### config.mk
export PLATFORM = sky130hd
export DESIGN_NAME = rps_round_ctrl
export DESIGN_NICKNAME = d
export VERILOG_FILES = /design/src/rtl/rps_round_ctrl.sv
export SDC_FILE = /design/constraint.sdc
export NUM_CORES = 1
export LEC_CHECK = 0
export ABC_AREA = 1
export CAP_MARGIN = 0
export CELL_PAD_IN_SITES_DETAIL_PLACEMENT = 0
export CELL_PAD_IN_SITES_GLOBAL_PLACEMENT = 1
export CORE_ASPECT_RATIO = 1.5
export CORE_MARGIN = 2
export CORE_UTILIZATION = 41
export CTS_CLUSTER_SIZE = 28
export DETAILED_ROUTE_END_ITERATION = 10
export PLACE_DENSITY_LB_ADDON = 0.1
export SLEW_MARGIN = 20
export SYNTH_ARGS = -nofsm -noshare
export SYNTH_HDL_FRONTEND = slang
export SYNTH_SLANG_ARGS = --single-unit
### constraint.sdc
create_clock -name clk -period 2.5 [get_ports clk]
set_input_delay 0.5 -clock clk [delete_from_list [all_inputs] [get_ports clk]]
set_output_delay 0.5 -clock clk [all_outputs]
set_load 0.005 [all_outputs]
### src/rtl/rps_round_ctrl.sv
// Rock-paper-scissors round sequencer: READY -> PLAY -> SHOW -> score loop feeding the matrix display.
// Optional play-phase timeout is enabled by defining RPS_TIMEOUT_EN.
module rps_round_ctrl #(
    parameter int unsigned READY_CYCLES   = 50_000_000,
    parameter int unsigned SHOW_CYCLES    = 100_000_000,
    parameter int unsigned TIMEOUT_CYCLES = 250_000_000,
    parameter int unsigned WIN_SCORE      = 3
) (
    input  logic       clk,
    input  logic       rst,
    input  logic       start_key,
    input  logic [2:0] btn_left,
    input  logic [2:0] btn_right,
    output logic       ready_pulse,
    output logic       start_pulse,
    output logic [2:0] new_button_left,
    output logic [2:0] new_button_right,
    output logic [2:0] grade_left,
    output logic [2:0] grade_right,
    output logic       match_over,
    output logic       winner_left
);

    typedef enum logic [2:0] {
        StIdle,
        StReady,
        StPlay,
        StShow,
        StOver
    } state_e;

    localparam logic [2:0] Rock     = 3'b001;
    localparam logic [2:0] Scissors = 3'b010;
    localparam logic [2:0] Paper    = 3'b100;

    localparam logic [31:0] ReadyLast = 32'(READY_CYCLES - 1);
    localparam logic [31:0] ShowLast  = 32'(SHOW_CYCLES - 1);
    localparam logic [2:0]  WinGrade  = 3'(WIN_SCORE);

`ifdef RPS_TIMEOUT_EN
    localparam logic [31:0] TimeoutLast = 32'(TIMEOUT_CYCLES - 1);
`else
    logic unused_timeout_cfg;
    assign unused_timeout_cfg = ^32'(TIMEOUT_CYCLES);
`endif

    function automatic logic is_onehot3(input logic [2:0] v);
        return (v == Rock) || (v == Scissors) || (v == Paper);
    endfunction

    // A missing (000) opponent throw only occurs after a play timeout; the latched side wins.
    function automatic logic beats(input logic [2:0] a, input logic [2:0] b);
        return ((a == Rock) && (b == Scissors)) ||
               ((a == Scissors) && (b == Paper)) ||
               ((a == Paper) && (b == Rock)) ||
               ((a != 3'b000) && (b == 3'b000));
    endfunction

    state_e      state_q, state_d;
    logic [31:0] cnt_q, cnt_d;
    logic [2:0]  throw_l_q, throw_l_d;
    logic [2:0]  throw_r_q, throw_r_d;
    logic [2:0]  grade_l_q, grade_l_d;
    logic [2:0]  grade_r_q, grade_r_d;
    logic        winner_q, winner_d;
    logic        ready_pulse_q, ready_pulse_d;
    logic        start_pulse_q, start_pulse_d;
    logic        match_over_q, match_over_d;

    logic left_win, right_win;
    assign left_win  = beats(throw_l_q, throw_r_q);
    assign right_win = beats(throw_r_q, throw_l_q);

    always_comb begin
        state_d   = state_q;
        cnt_d     = cnt_q;
        throw_l_d = throw_l_q;
        throw_r_d = throw_r_q;
        grade_l_d = grade_l_q;
        grade_r_d = grade_r_q;
        winner_d  = winner_q;

        unique case (state_q)
            StIdle: begin
                if (start_key) begin
                    state_d   = StReady;
                    cnt_d     = '0;
                    grade_l_d = '0;
                    grade_r_d = '0;
                    throw_l_d = '0;
                    throw_r_d = '0;
                end
            end

            StReady: begin
                if (cnt_q == ReadyLast) begin
                    state_d = StPlay;
                    cnt_d   = '0;
                end else begin
                    cnt_d = cnt_q + 32'd1;
                end
            end

            StPlay: begin
                if ((throw_l_q == 3'b000) && is_onehot3(btn_left)) begin
                    throw_l_d = btn_left;
                end
                if ((throw_r_q == 3'b000) && is_onehot3(btn_right)) begin
                    throw_r_d = btn_right;
                end
                if ((throw_l_d != 3'b000) && (throw_r_d != 3'b000)) begin
                    state_d = StShow;
                    cnt_d   = '0;
`ifdef RPS_TIMEOUT_EN
                end else if (cnt_q == TimeoutLast) begin
                    cnt_d = '0;
                    if ((throw_l_d != 3'b000) || (throw_r_d != 3'b000)) begin
                        state_d = StShow;
                    end else begin
                        state_d = StReady;
                    end
                end else begin
                    cnt_d = cnt_q + 32'd1;
`endif
                end
            end

            StShow: begin
                if (cnt_q == ShowLast) begin
                    cnt_d   = '0;
                    state_d = StReady;
                    if (left_win && (grade_l_q < WinGrade)) begin
                        grade_l_d = grade_l_q + 3'd1;
                    end
                    if (right_win && (grade_r_q < WinGrade)) begin
                        grade_r_d = grade_r_q + 3'd1;
                    end
                    if (left_win && (grade_l_d == WinGrade)) begin
                        state_d  = StOver;
                        winner_d = 1'b1;
                    end else if (right_win && (grade_r_d == WinGrade)) begin
                        state_d  = StOver;
                        winner_d = 1'b0;
                    end else begin
                        throw_l_d = '0;
                        throw_r_d = '0;
                    end
                end else begin
                    cnt_d = cnt_q + 32'd1;
                end
            end

            StOver: begin
                if (start_key) begin
                    state_d   = StReady;
                    cnt_d     = '0;
                    grade_l_d = '0;
                    grade_r_d = '0;
                    throw_l_d = '0;
                    throw_r_d = '0;
                    winner_d  = 1'b0;
                end
            end

            default: begin
                state_d = StIdle;
            end
        endcase

        // Outputs are registered, so they are decoded from the next state.
        ready_pulse_d = (state_d == StReady) || (state_d == StPlay);
        start_pulse_d = (state_d == StPlay) || (state_d == StShow);
        match_over_d  = (state_d == StOver);
    end

    always_ff @(posedge clk) begin
        if (rst) begin
            state_q       <= StIdle;
            cnt_q         <= '0;
            throw_l_q     <= '0;
            throw_r_q     <= '0;
            grade_l_q     <= '0;
            grade_r_q     <= '0;
            winner_q      <= 1'b0;
            ready_pulse_q <= 1'b0;
            start_pulse_q <= 1'b0;
            match_over_q  <= 1'b0;
        end else begin
            state_q       <= state_d;
            cnt_q         <= cnt_d;
            throw_l_q     <= throw_l_d;
            throw_r_q     <= throw_r_d;
            grade_l_q     <= grade_l_d;
            grade_r_q     <= grade_r_d;
            winner_q      <= winner_d;
            ready_pulse_q <= ready_pulse_d;
            start_pulse_q <= start_pulse_d;
            match_over_q  <= match_over_d;
        end
    end

    assign ready_pulse      = ready_pulse_q;
    assign start_pulse      = start_pulse_q;
    assign new_button_left  = throw_l_q;
    assign new_button_right = throw_r_q;
    assign grade_left       = grade_l_q;
    assign grade_right      = grade_r_q;
    assign match_over       = match_over_q;
    assign winner_left      = winner_q;

endmodule

### Word level (Yosys, flattened, before mapping)

Index checks and enable logic that the tools add are counted.

* register bits: 51
* input port bits: 9
* output and inout bits: 16
* logic and storage cells: 126

* add/sub/neg operators: 3
* order comparisons: 2
* equal/unequal tests: 31
* muxes and demuxes: 37
* reduce and logical (&&, ||, !) cells: 43

Operators by type and width (number)
* $mux W32: 4
* $pmux W32 S4: 1
* $mux W3: 22
* $add A32 B1 Y32 const B: 1
* $eq A32 B26 Y1 const B: 1
* $eq A32 B27 Y1 const B: 1
* $eq A3 B2 Y1 const B: 10
* $eq A3 B1 Y1 const B: 6
* $eq A3 B3 Y1 const B: 6
* $pmux W3 S3: 2
* $logic_and A1 B1 Y1: 15
* $reduce_bool A3 Y1: 5
* $logic_or A1 B1 Y1: 12
* $pmux W3 S2: 2
* $pmux W3 S4: 1
* $ne A2 B2 Y1 const B: 5
* $logic_not A3 Y1: 3
* $add A3 B1 Y3 const B: 2
* $lt A3 B2 Y1 const B: 2
* $reduce_and A3 Y1: 2
* $reduce_and A5 Y1: 1
* $mux W1: 4
* $reduce_and A4 Y1: 1
* $reduce_bool A2 Y1: 2
* 5 further kinds: 5

### Logic depth before layout (Yosys ltp)

Gate-level depths: netlist of the first run.

* depth after elaboration: 17
* mapped depth: 17
* mapped depth without buffers: 17

### Worst setup path after synthesis of the first run

No wires, ideal clock.

* kind: register to register
* start: register cnt_q[0]
* end: register cnt_q[22]
* setup time: 0.113 ns
* data arrival time: 1.884 ns
* path slack: 0.503 ns
* cell stages (with the launch flop): 15
* path buffers: 0
* cells stage by stage: dfxtp_1 ha_1 nand2_1 nor2_2 nand2_2 nor3_4 nand2_4 nand2_4 nand2_1 o21ai_0 inv_1 o21ai_2 inv_2 nand2_1 nor2_1

* cells in the longest elaborated chain, start to end: 3
* elaborated cells between the ends (all ways): 6
* those cells by class: 1 x add/sub; 2 x eq/ne; 3 x mux

RTL lines
* from (decl): line 60 `logic [31:0] cnt_q, cnt_d;`
* from (signal assigned): line 190 `cnt_q <= cnt_d;`
* $add A32 B1 Y32 (tied with other cells): line 100, 149
* $mux W32 (on tied branches): line 129, 96
* $pmux W32 S4 *: line 83 `unique case (state_q)`

Every way passes the cells marked *; elsewhere a longest branch is shown, timed or not.
A chain may end at the register's enable or synchronous reset.

### Worst setup path in the final report of the first run

* start: register throw_r_q[2] (netlist: new_button_right[2])
* end: register match_over_q (netlist: match_over)

* cells in the longest elaborated chain, start to end: 16
* elaborated cells between the ends (all ways): 42
* those cells by class: 6 x eq/ne; 13 x mux; 23 x reduce/logical

RTL lines
* from (decl): line 62 `logic [2:0] throw_r_q, throw_r_d;`
* from (signal assigned): line 192 `throw_r_q <= throw_r_d;`
* $eq A3 B1 Y1 or $eq A3 B2 Y1 (tied branches): line 53, 55, 54
* $logic_and A1 B1 Y1 (on tied branches): line 53, 54
* $logic_or A1 B1 Y1: line 53 `return ((a == Rock) && (b == Scissors)) ||`
* $logic_or A1 B1 Y1: line 54 `((a == Scissors) && (b == Paper)) ||`
* $logic_or A1 B1 Y1: line 55 `((a == Paper) && (b == Rock)) ||`
* $logic_and A1 B1 Y1: line 135 `if (right_win && (grade_r_q < WinGrade)) begin`
* $mux W3: line 135
* $mux W3: line 129 `if (cnt_q == ShowLast) begin`
* $mux W3: line 83
* $eq A3 B2 Y1: line 141 `end else if (right_win && (grade_r_d == WinGrade)) begin`
* $logic_and A1 B1 Y1: line 141
* $mux W3: line 141
* $mux W3: line 138 `if (left_win && (grade_l_d == WinGrade)) begin`
* $mux W3: line 129
* $pmux W3 S4 *: line 83
* $eq A3 B3 Y1 *: line 173 `match_over_d = (state_d == StOver);`
* to (signal assigned): line 198 `match_over_q <= match_over_d;`
* to (decl): line 68 `logic match_over_q, match_over_d;`

Every way passes the cells marked *; elsewhere a longest branch is shown, timed or not. The select of a mux whose other input is x is not followed.

==> impl_metrics.yaml, run 1 <==
status:
  status: "completed"
cells_and_area:
  final_area_sq_mm: 0.00426
  seqCellArea_sq_mm: 0.00102
  fillers: 950
  multi_input_area_sq_mm: 0.00229
  syn_to_final_growth_pct: 16.9
  fin_nets: 659
  drive_gt1_share_pct: 7.41
  antennaDiodeCount: 0
setup_path:
  required_ns: 2.75
  reg2reg_to: "match_over$_SDFF_PP0_"
  cp.arrival_ns: 2.50
  rr_worst_depth: 12
  crit_fanout: 8
  worst_setup_path_end_kind: "flop"
  rr_startpoint: "new_button_right[2]$_SDFFE_PP0P_"
  worstSetupStartpointType: "flop"
  crit_start: "new_button_right[2]$_SDFFE_PP0P_"
  r2r_setup_slack_ns: 0.25
  cp-endpoint: "match_over$_SDFF_PP0_"
  crit_type: "reg -> reg"
clock_network:
  cts_root_buf: "clkbuf_16"
  clkLatencyLatePin_ns: 0.30
  clock_sinks: 51
  h-tree-depth: 2
  clkTransAtPathRegs_ns: 0.07
  cts_buffers: 5
  clk_path_buf_depth: 2
  cts_tree: "done"
  cts_setup_buffers: 0
drt:
  highest_layer: "met4"
  wl_met3_um: 292
  drt_iter0_markers: 212
  firstDrtPassIters: 5
  post_drt_wl_per_cell_um: 14.7
  drt-met1-wl_um: 4460
  drc: 0
  vias: 3958
  wl_um: 11200
  ant_nets: 0
  wl_met2_um: 5940
  routed_via_density: 5.22
synthesis:
  synth_edf_count: 0
  netlist_area_sq_mm: 0.00364
  synth_commonest_cells: "178 x nand2_1, 86 x nor2_1, 67 x inv_1, 57 x nand3_1, 51 x dfxtp_1"
  synth_top_cell_by_area: "dfxtp_1"
  synthArstFlopShare_pct: 0
  synth_area_leaders: "dfxtp_1 28%, nand2_1 18%, nor2_1 8.9%, nand3_1 7.8%, inv_1 6.9%"
  ys_ff_latch: 51
  yosys_warnings: 0
  yosysMostFrequentCell: "nand2_1"
  ys.flop_type: "dfxtp_1"
  synthCells: 615
  synth_cell_type_count: 36
  syn_avg_cell_area_sq_um: 5.93
  synth_top_area_share_pct: 28.0
  ys_seq_area_share_pct: 28.0
  syn_nets: 627
global_routing:
  overflow: 0
  track_usage_pct: 24.0
  grt_pass1_vias: 3832
  antenna_found_initial: 0
  grt_first_pass_wirelength_um: 17900
  grt_max_degree: 34
power:
  ir_worst_vdd_mv: 0.243
  finalPower_w: 0.00183
  p_leak_nw: 1.69
  powerDensity_mw_per_mm2: 430
sta:
  hold_viol_final: 0
  fin_tns_setup_ns: 0
  period_share_pct: 90.1
  drv_slew: 0
  fin_crit_ns: 2.25
  rsz0062_at_grt: "false"
  worst_pin_slew_ns: 0.544
  skew_ns: 0.00566
  relSlewSlack_pct: 63.6
  max_freq_mhz: 444
  setup_viol: 0
job:
  maxCapViolCount: 0
min_path:
  hp-class: "reg -> reg"
  hold_depth: 2
floorplanning:
  coreArea_sq_mm: 0.00872
  initial_core_util_pct: 41.8
  chipWidth_um: 81.0
  row_count: 42
  die_area_sq_mm: 0.00968
  ios: 25
  die_h_um: 119
placement:
  io_buffers: 24
  hpwl_um: 8820
  dpl_cell_area_sq_mm: 0.00411
  gp_congestion: 0.959
## cell type report
type | instances | area share, %
clock buffers | 5 | 2.94
well taps | 110 | 3.23
flip-flops and latches | 51 | 24.0
inverters | 70 | 6.23
clock inverters | 3 | 0.470
multi-input cells | 475 | 53.7
repair buffers | 44 | 9.46
## worst max-delay path, cell delays in order, from the launching register on
cell	delay [ns]
dfxtp_1	0.36
nor2_1	0.22
nand2_1	0.10
nor2_1	0.11
nor2_1	0.05
nand2_1	0.20
nand2_1	0.08
a21oi_1	0.21
nand3_1	0.13
nand2_1	0.12
nand2_1	0.20
nor2_1	0.26
o21a_1	0.15
## flip-flops by register name, summed over array words and instances (netlist names), 3 cells and up
name,flops
cnt_q,32
state_q,3
grade_right,3
new_button_right,3
new_button_left,3
grade_left,3
## power breakdown
part	switching (W)	leakage [nW]	internal, W	total (W)
Clock	0.000331	0.0658	0.000370	0.000701
Combinational	0.000183	1.22	0.000104	0.000287
Sequential	0.0000176	0.413	0.000827	0.000845
## repair_timing
| action | 4_1_cts | 5_1_grt |
|---|---|---|
| setup endpoints to repair | 0 | 9 |
| gates resized for setup | 0 | 1 |
| hold buffers | 0 | 0 |
## placed cells by master, fill, tap and decap left out, types with 2 or more instances in the layout
master             n
inv_1             67
a21oi_1           43
xor2_1            14
xnor2_1            2
clkbuf_16          5
nor3_1            21
clkdlybuf4s50_1   24
o21ai_0           15
nor3_4             2
nand4_1           19
nand3_1           57
inv_2              2
ha_1               3
o21a_1             2
nor2_1            85
nand3b_1           5
a211oi_1           2
a41oi_1            4
or2_2              3
nand2_4            3
buf_4             19
clkinvlp_4         2
nor2_2             4
nand2_1          178
dfxtp_1           51
nor4_1             4
## cells by family (layout without fill, tap and decap cells)
kind of cell / after synthesis / after routing / share of synthesized area [%]
fa+ha+maj: 3 / 3 / 1.03
compound gates: 71 / 71 / 10.8
flops: 51 / 51 / 28.0
buf+inv: 89 / 122 / 9.41
xor+xnor: 16 / 16 / 3.84
simple gates: 385 / 385 / 46.9
## per-layer routing
layer / vias up / GRT usage [%]
met4: 0 / 12.2
met2: 77 / 45.1
met3: 29 / 3.11
met1: 1797 / 25.0
li1: 2055 / -
met5: - / 0
## worst min path at each step
stage                                           start                     endpoint  slack (ns)
after floorplan                cnt_q[31]$_SDFFE_PP0P_       cnt_q[31]$_SDFFE_PP0P_        0.47
after global placement    grade_right[2]$_SDFFE_PP0P_  grade_right[2]$_SDFFE_PP0P_        0.48
after detailed placement  grade_right[2]$_SDFFE_PP0P_  grade_right[2]$_SDFFE_PP0P_        0.49
after CTS                 grade_right[2]$_SDFFE_PP0P_  grade_right[2]$_SDFFE_PP0P_        0.50
after global routing         winner_left$_SDFFE_PP0P_     winner_left$_SDFFE_PP0P_        0.54
final                     grade_right[2]$_SDFFE_PP0P_  grade_right[2]$_SDFFE_PP0P_        0.50
## stage by stage
step           hold slack, ns  cells  setup slack [ns]  utilization (%)
2_1_floorplan           0.471    615             0.503                -
3_3_place_gp            0.482    750            0.0945             47.1
3_5_place_dp            0.492    750            0.0510             47.1
4_1_cts                 0.502    758             0.175             48.8
5_1_grt                 0.538    758            0.0270             48.8
6_report                0.503    758             0.246             48.8
(Power assumes the default switching activity.)
==> run 2: changes to the inputs <==
--- a/config.mk
+++ b/config.mk
@@ -11,11 +11,11 @@
 export CELL_PAD_IN_SITES_GLOBAL_PLACEMENT = 1
 export CORE_ASPECT_RATIO = 1.5
 export CORE_MARGIN = 2
-export CORE_UTILIZATION = 41
+export CORE_UTILIZATION = 43
+export CTS_BUF_LIST = sky130_fd_sc_hd__clkbuf_8
 export CTS_CLUSTER_SIZE = 28
 export DETAILED_ROUTE_END_ITERATION = 10
 export PLACE_DENSITY_LB_ADDON = 0.1
-export SLEW_MARGIN = 20
 export SYNTH_ARGS = -nofsm -noshare
 export SYNTH_HDL_FRONTEND = slang
 export SYNTH_SLANG_ARGS = --single-unit
==> run 2 against run 1 <==
Effect of this change:
- clock power shrank 28%
- worst hold slack lost 0.0035 ns
- global-route usage grew 0.77 points
- final area shrank 1.9%
- total power shrank 11%
==> impl_metrics.yaml, run 2 (same netlist as run 1, synthesis figures left out) <==
status:
  status: "completed"
sta:
  relSlewSlack_pct: 65.1
  max_freq_mhz: 444
  skew_ns: 0.0147
  setup_viol: 0
  worst_pin_slew_ns: 0.520
  rsz0062_at_grt: "false"
  hold_viol_final: 0
  fin_crit_ns: 2.25
  period_share_pct: 90.1
  drv_slew: 0
  fin_tns_setup_ns: 0
cells_and_area:
  antennaDiodeCount: 0
  largest_register_ffs: 32
  final_common_cell: "nand2_1"
  fillers: 935
  top_register: "cnt_q"
  final_cell_mix: "178 x nand2_1, 85 x nor2_1, 68 x inv_1"
  final_area_sq_mm: 0.00418
  syn_to_final_growth_pct: 14.6
  fin_nets: 656
  drive_gt1_share_pct: 6.82
power:
  total_switching_power_w: 0.000504
  p_seq_share_pct: 51.8
  combPwrFrac_pct: 17.4
  switching_share_pct: 30.9
  p_clk_share_pct: 30.8
  power.internal_w: 0.00113
  ir_worst_vdd_mv: 0.330
  p_leak_nw: 1.66
  finalPower_w: 0.00163
  powerDensity_mw_per_mm2: 390
clock_network:
  clock_sinks: 51
  cts_buffers: 5
  clkLatencyLatePin_ns: 0.32
  cts_setup_buffers: 0
  clk_path_buf_depth: 2
  cts_root_buf: "clkbuf_8"
  cts_tree: "done"
  h-tree-depth: 2
  clkTransAtPathRegs_ns: 0.11
setup_path:
  r2r_setup_slack_ns: 0.25
  crit_start: "cnt_q[0]$_SDFFE_PP0P_"
  crit_type: "reg -> reg"
  crit_fanout: 9
  cp.arrival_ns: 2.46
  worst_setup_path_end_kind: "flop"
  reg2reg_to: "cnt_q[18]$_SDFFE_PP0P_"
  worstSetupStartpointType: "flop"
  required_ns: 2.71
  rr_startpoint: "cnt_q[0]$_SDFFE_PP0P_"
  rr_worst_depth: 14
global_routing:
  grt_pass1_vias: 3873
  grt_max_degree: 34
  grt_first_pass_wirelength_um: 17900
  track_usage_pct: 24.8
  antenna_found_initial: 0
  overflow: 0
job:
  maxCapViolCount: 0
floorplanning:
  ios: 25
  die_h_um: 117
  chipWidth_um: 79.2
  row_count: 41
  die_area_sq_mm: 0.00924
  initial_core_util_pct: 43.9
  coreArea_sq_mm: 0.00831
placement:
  gp_congestion: 1.03
  hpwl_um: 8570
  dpl_cell_area_sq_mm: 0.00409
  io_buffers: 24
drt:
  routed_via_density: 5.30
  drt_iter0_markers: 196
  firstDrtPassIters: 4
  post_drt_wl_per_cell_um: 14.6
  wl_um: 11000
  vias: 3983
  ant_nets: 0
  drc: 0
min_path:
  hold_depth: 2
  hold-path-endpoint: "grade_right[2]$_SDFFE_PP0P_"
  hp-class: "reg -> reg"
  hp-start: "grade_right[2]$_SDFFE_PP0P_"
## run 2: cell types whose count changed in the layout (fill, tap and decap cells not counted), sizes merged
cell      previous run  this run
buf                 20        17
inv                 70        72
clkinv               1         0
clkinvlp             2         1
## run 2: worst max path at each step
| stage | to | slack, ns | cells past startpoint |
|---|---|---|---|
| floorplan | cnt_q[22]$_SDFFE_PP0P_ | 0.50 | 14 |
| global placement | cnt_q[3]$_SDFFE_PP0P_ | 0.12 | 13 |
| detailed placement | cnt_q[8]$_SDFFE_PP0P_ | 0.12 | 13 |
| CTS | cnt_q[22]$_SDFFE_PP0P_ | 0.22 | 14 |
| global route | new_button_right[1]$_SDFFE_PP0P_ | 0.006 | 14 |
| finish | cnt_q[18]$_SDFFE_PP0P_ | 0.25 | 14 |
## run 2: layout make-up
type                            instances  area (sq um)  area share, %
Tap cell                              107           134           3.21
Inverter                               70           265           6.35
Clock buffer                            5          68.8           1.65
Multi-Input combinational cell        475          2290           54.8
Sequential cell                        51          1020           24.4
Timing Repair Buffer                   41           380           9.11
Clock inverter                          3          20.0          0.479
## run 2: per-layer routing
layer  vias up  share of wire, %  track usage [%]
met4         0               4.1             11.7
met1      1813                39             25.9
li1       2054                 -                -
met2        89                54             48.7
met5         -                 0                0
met3        27               2.7             2.63
## run 2: power groups by stage
stage / combinational (W) / clock (W) / sequential, W
6_report: 0.000284 / 0.000502 / 0.000844
5_1_grt: 0.000319 / 0.000552 / 0.000847
4_1_cts: 0.000287 / 0.000520 / 0.000844
3_5_place_dp: 0.000286 / 0 / 0.000862
3_3_place_gp: 0.000285 / 0 / 0.000863
2_1_floorplan: 0.000184 / 0 / 0.000860
## run 2: metrics by stage
step	std cells	hold WS (ns)	utilization, %	setup slack (ns)
2_1_floorplan	615	0.471	-	0.503
3_3_place_gp	744	0.488	49.2	0.119
3_5_place_dp	744	0.482	49.2	0.118
4_1_cts	752	0.504	50.2	0.217
5_1_grt	752	0.525	50.3	0.00569
6_report	752	0.499	50.3	0.247
## run 2: timing repair
action / 4_1_cts / 5_1_grt
hold buffers: 0 / 0
endpoints found under the setup margin: 0 / 1
hold endpoints to repair: 0 / 0
resized for setup: 0 / 1
## run 2: worst max-delay path, cell delays in order, from the launching register on
cell,delay (ns)
dfxtp_1,0.41
ha_1,0.19
nand2_1,0.09
nor2_2,0.17
nand2_2,0.16
nor3_4,0.22
nand2_4,0.09
nand2_4,0.10
nand2_1,0.07
o21ai_0,0.09
inv_1,0.07
o21ai_2,0.21
inv_2,0.15
nand2_1,0.08
nor2_1,0.04
==> run 3: changes to the inputs <==
--- a/config.mk
+++ b/config.mk
@@ -5,16 +5,16 @@
 export SDC_FILE = /design/constraint.sdc
 export NUM_CORES = 1
 export LEC_CHECK = 0
-export ABC_AREA = 1
 export CAP_MARGIN = 0
 export CELL_PAD_IN_SITES_DETAIL_PLACEMENT = 0
 export CELL_PAD_IN_SITES_GLOBAL_PLACEMENT = 1
 export CORE_ASPECT_RATIO = 1.5
 export CORE_MARGIN = 2
-export CORE_UTILIZATION = 43
+export CORE_UTILIZATION = 45
 export CTS_BUF_LIST = sky130_fd_sc_hd__clkbuf_8
 export CTS_CLUSTER_SIZE = 28
 export DETAILED_ROUTE_END_ITERATION = 10
+export GPL_ROUTABILITY_DRIVEN = 0
 export PLACE_DENSITY_LB_ADDON = 0.1
 export SYNTH_ARGS = -nofsm -noshare
 export SYNTH_HDL_FRONTEND = slang
==> run 3 against run 2 <==
Effect of this change:
- the run now ends with negative setup slack left
- worst hold slack barely moved
- sequential power fell by 2.7%
- clock power rose by 2%
- critical path type unchanged
- largest power group unchanged
- highest routed layer unchanged
==> impl_metrics.yaml, run 3 <==
synthesis:
  syn_avg_cell_area_sq_um: 8.57
  ys_ff_latch: 51
  syn_nets: 340
  netlist_area_sq_mm: 0.00281
  synth_cell_type_count: 63
  yosysMostFrequentCell: "dfxtp_1"
  synth_edf_count: 0
  synth_commonest_cells: "51 x dfxtp_1, 49 x nor2_1, 20 x xnor2_1, 18 x nand2_1"
  synth_area_leaders: "dfxtp_1 36%, nor2_1 6.5%, xnor2_1 6.2%, nor4b_1 2.8%, nor3b_1 2.7%"
  synthArstFlopShare_pct: 0
  ys.flop_type: "dfxtp_1"
  synth_top_cell_by_area: "dfxtp_1"
  yosys_warnings: 0
  ys_seq_area_share_pct: 36.3
  synthCells: 328
  synth_top_area_share_pct: 36.3
sta:
  relSlewSlack_pct: 60.1
  max_freq_mhz: 392
  worst_pin_slew_ns: 0.598
  whs_ns: 0.499
  hold_viol_final: 0
  rsz0062_at_grt: "true"
  period_share_pct: 102
  worst_slack_ns: -0.0538
  setup_viol: 7
  skew_ns: 0.00609
  fin_crit_ns: 2.55
  drv_slew: 0
  fin_tns_setup_ns: -0.116
power:
  switching_share_pct: 23.1
  power.internal_w: 0.00114
  p_clk_share_pct: 34.4
  ir_worst_vdd_mv: 0.320
  total_switching_power_w: 0.000342
  p_seq_share_pct: 55.3
  combPwrFrac_pct: 10.3
  p_leak_nw: 1.34
  powerDensity_mw_per_mm2: 397
setup_path:
  reg2reg_to: "new_button_right[1]$_SDFFE_PP0P_"
  cp.arrival_ns: 2.80
  worstSetupStartpointType: "flop"
  required_ns: 2.75
  worst_setup_path_end_kind: "flop"
  crit_fanout: 3
  crit_type: "reg -> reg"
  rr_startpoint: "cnt_q[27]$_SDFFE_PP0P_"
  crit_start: "cnt_q[27]$_SDFFE_PP0P_"
  rr_worst_depth: 8
  r2r_setup_slack_ns: -0.05
global_routing:
  grt_pass1_vias: 2573
  antenna_found_initial: 0
  grt_first_pass_wirelength_um: 11400
  grt_max_degree: 30
  overflow: 0
  track_usage_pct: 21.5
clock_network:
  clkLatencyLatePin_ns: 0.30
  clkTransAtPathRegs_ns: 0.09
  cts_root_buf: "clkbuf_8"
  clk_path_buf_depth: 2
  h-tree-depth: 2
  clock_sinks: 51
  cts_tree: "done"
  cts_buffers: 5
  ctsHoldBuffers: 0
drt:
  routed_via_density: 5.62
  vias: 2662
  ant_nets: 0
  wl_um: 7290
  firstDrtPassIters: 4
  drt_iter0_markers: 100
  post_drt_wl_per_cell_um: 15.4
  drc: 0
placement:
  hpwl_um: 5360
  dpl.cell_count: 463
  io_buffers: 24
  dp_slack_ns: -0.452
min_path:
  hp-class: "reg -> reg"
  hp-start: "winner_left$_SDFFE_PP0P_"
  hold_depth: 2
  hold-path-endpoint: "winner_left$_SDFFE_PP0P_"
status:
  status: "finished with violations"
  failed_checks: "negative setup slack"
cells_and_area:
  syn_to_final_growth_pct: 33.1
  top_register: "cnt_q"
  largest_register_ffs: 32
  drive_gt1_share_pct: 23.3
  layout.cells.non_filler: 474
  final_common_cell: "dfxtp_1"
  final_cell_mix: "50 x dfxtp_1, 49 x nor2_1, 48 x buf_4"
  fin_nets: 411
  antennaDiodeCount: 0
floorplanning:
  coreArea_sq_mm: 0.00609
  die_area_sq_mm: 0.00691
  ios: 25
  initial_core_util_pct: 46.2
  die_h_um: 101
  chipWidth_um: 68.5
  row_count: 35
job:
  maxCapViolCount: 0
-- run 3: cell count changes in the layout (fill, tap and decap cells not counted), moves of 9 or more --
cell,previous run,this run
nand2_1,178,18
nor3_1,21,7
a21oi_1,43,7
buf_4,16,48
nor4b_1,0,9
inv_1,68,6
xnor2_1,2,20
nand4_1,19,3
nor2_1,85,49
nor2b_1,0,11
nand3_1,57,10
-- run 3: layout make-up --
cell class              instances  area, sq um
clock inverters                 1         3.75
fillers                       565         2350
multi-input cells             258         1840
well taps                      74         92.6
repair buffers                 78          668
inverters                       5         18.8
clock buffers                   7         96.3
flip-flops and latches         51         1020
-- run 3: worst max-delay path: stages, from the launching register on --
cell and delay, ns:
dfxtp_2 0.33, or4_1 0.51, or4_4 0.43, or3_4 0.36, buf_4 0.15, o41ai_4 0.28, buf_4 0.17, o2111a_1 0.19
o21a_1 0.10
-- run 3: timing repair --
item	in CTS	in global routing
pin swaps	5	19
gates cloned	0	2
setup buffers	0	1
setup endpoints to repair	40	37
resized for setup	11	27
-- run 3: how the worst max path moves through the flow --
stage               depth (start not counted)  slack (ns)                          endpoint
floorplan                                   7       -0.05  new_button_right[0]$_SDFFE_PP0P_
global placement                            7       -0.40            cnt_q[26]$_SDFFE_PP0P_
detailed placement                          7       -0.45            cnt_q[26]$_SDFFE_PP0P_
CTS                                         7       -0.05            ready_pulse$_SDFF_PP0_
global route                                8       -0.15  new_button_right[1]$_SDFFE_PP0P_
finish                                      8       -0.05  new_button_right[1]$_SDFFE_PP0P_
-- run 3: kinds of logic (layout without fill, tap and decap cells) --
| family | count (synthesis) | after routing | synth area share, % |
|---|---|---|---|
| simple gates | 170 | 170 | 35.2 |
| compound gates | 54 | 54 | 14.4 |
| flops | 51 | 51 | 36.3 |
| xor+xnor | 28 | 28 | 8.73 |
| buf+inv | 19 | 91 | 2.94 |
| fa+ha+maj | 3 | 3 | 1.34 |
| mux | 3 | 3 | 1.11 |
-- run 3: metrics by stage --
stage,cell area (sq um),power (W),utilization [%]
2_1_floorplan,2810,0.000911,-
5_1_grt,3740,0.00154,61.4
4_1_cts,3610,0.00149,59.3
3_5_place_dp,3470,0.000976,57.0
6_report,3740,0.00148,61.4
3_3_place_gp,3470,0.000975,57.0
-- run 3: power by group through the flow --
stage,clock [W],sequential [W],combinational (W)
after floorplan,0,0.000839,0.0000726
after global placement,0,0.000840,0.000136
after detailed placement,0,0.000840,0.000137
after CTS,0.000525,0.000821,0.000141
after global routing,0.000554,0.000822,0.000165
final,0.000510,0.000821,0.000153
-- run 3: routing by layer --
metal	GRT usage, %	routed length, um
met5	0	0
met4	9.85	246
met3	2.91	154
met2	40.8	4030
met1	21.9	2860
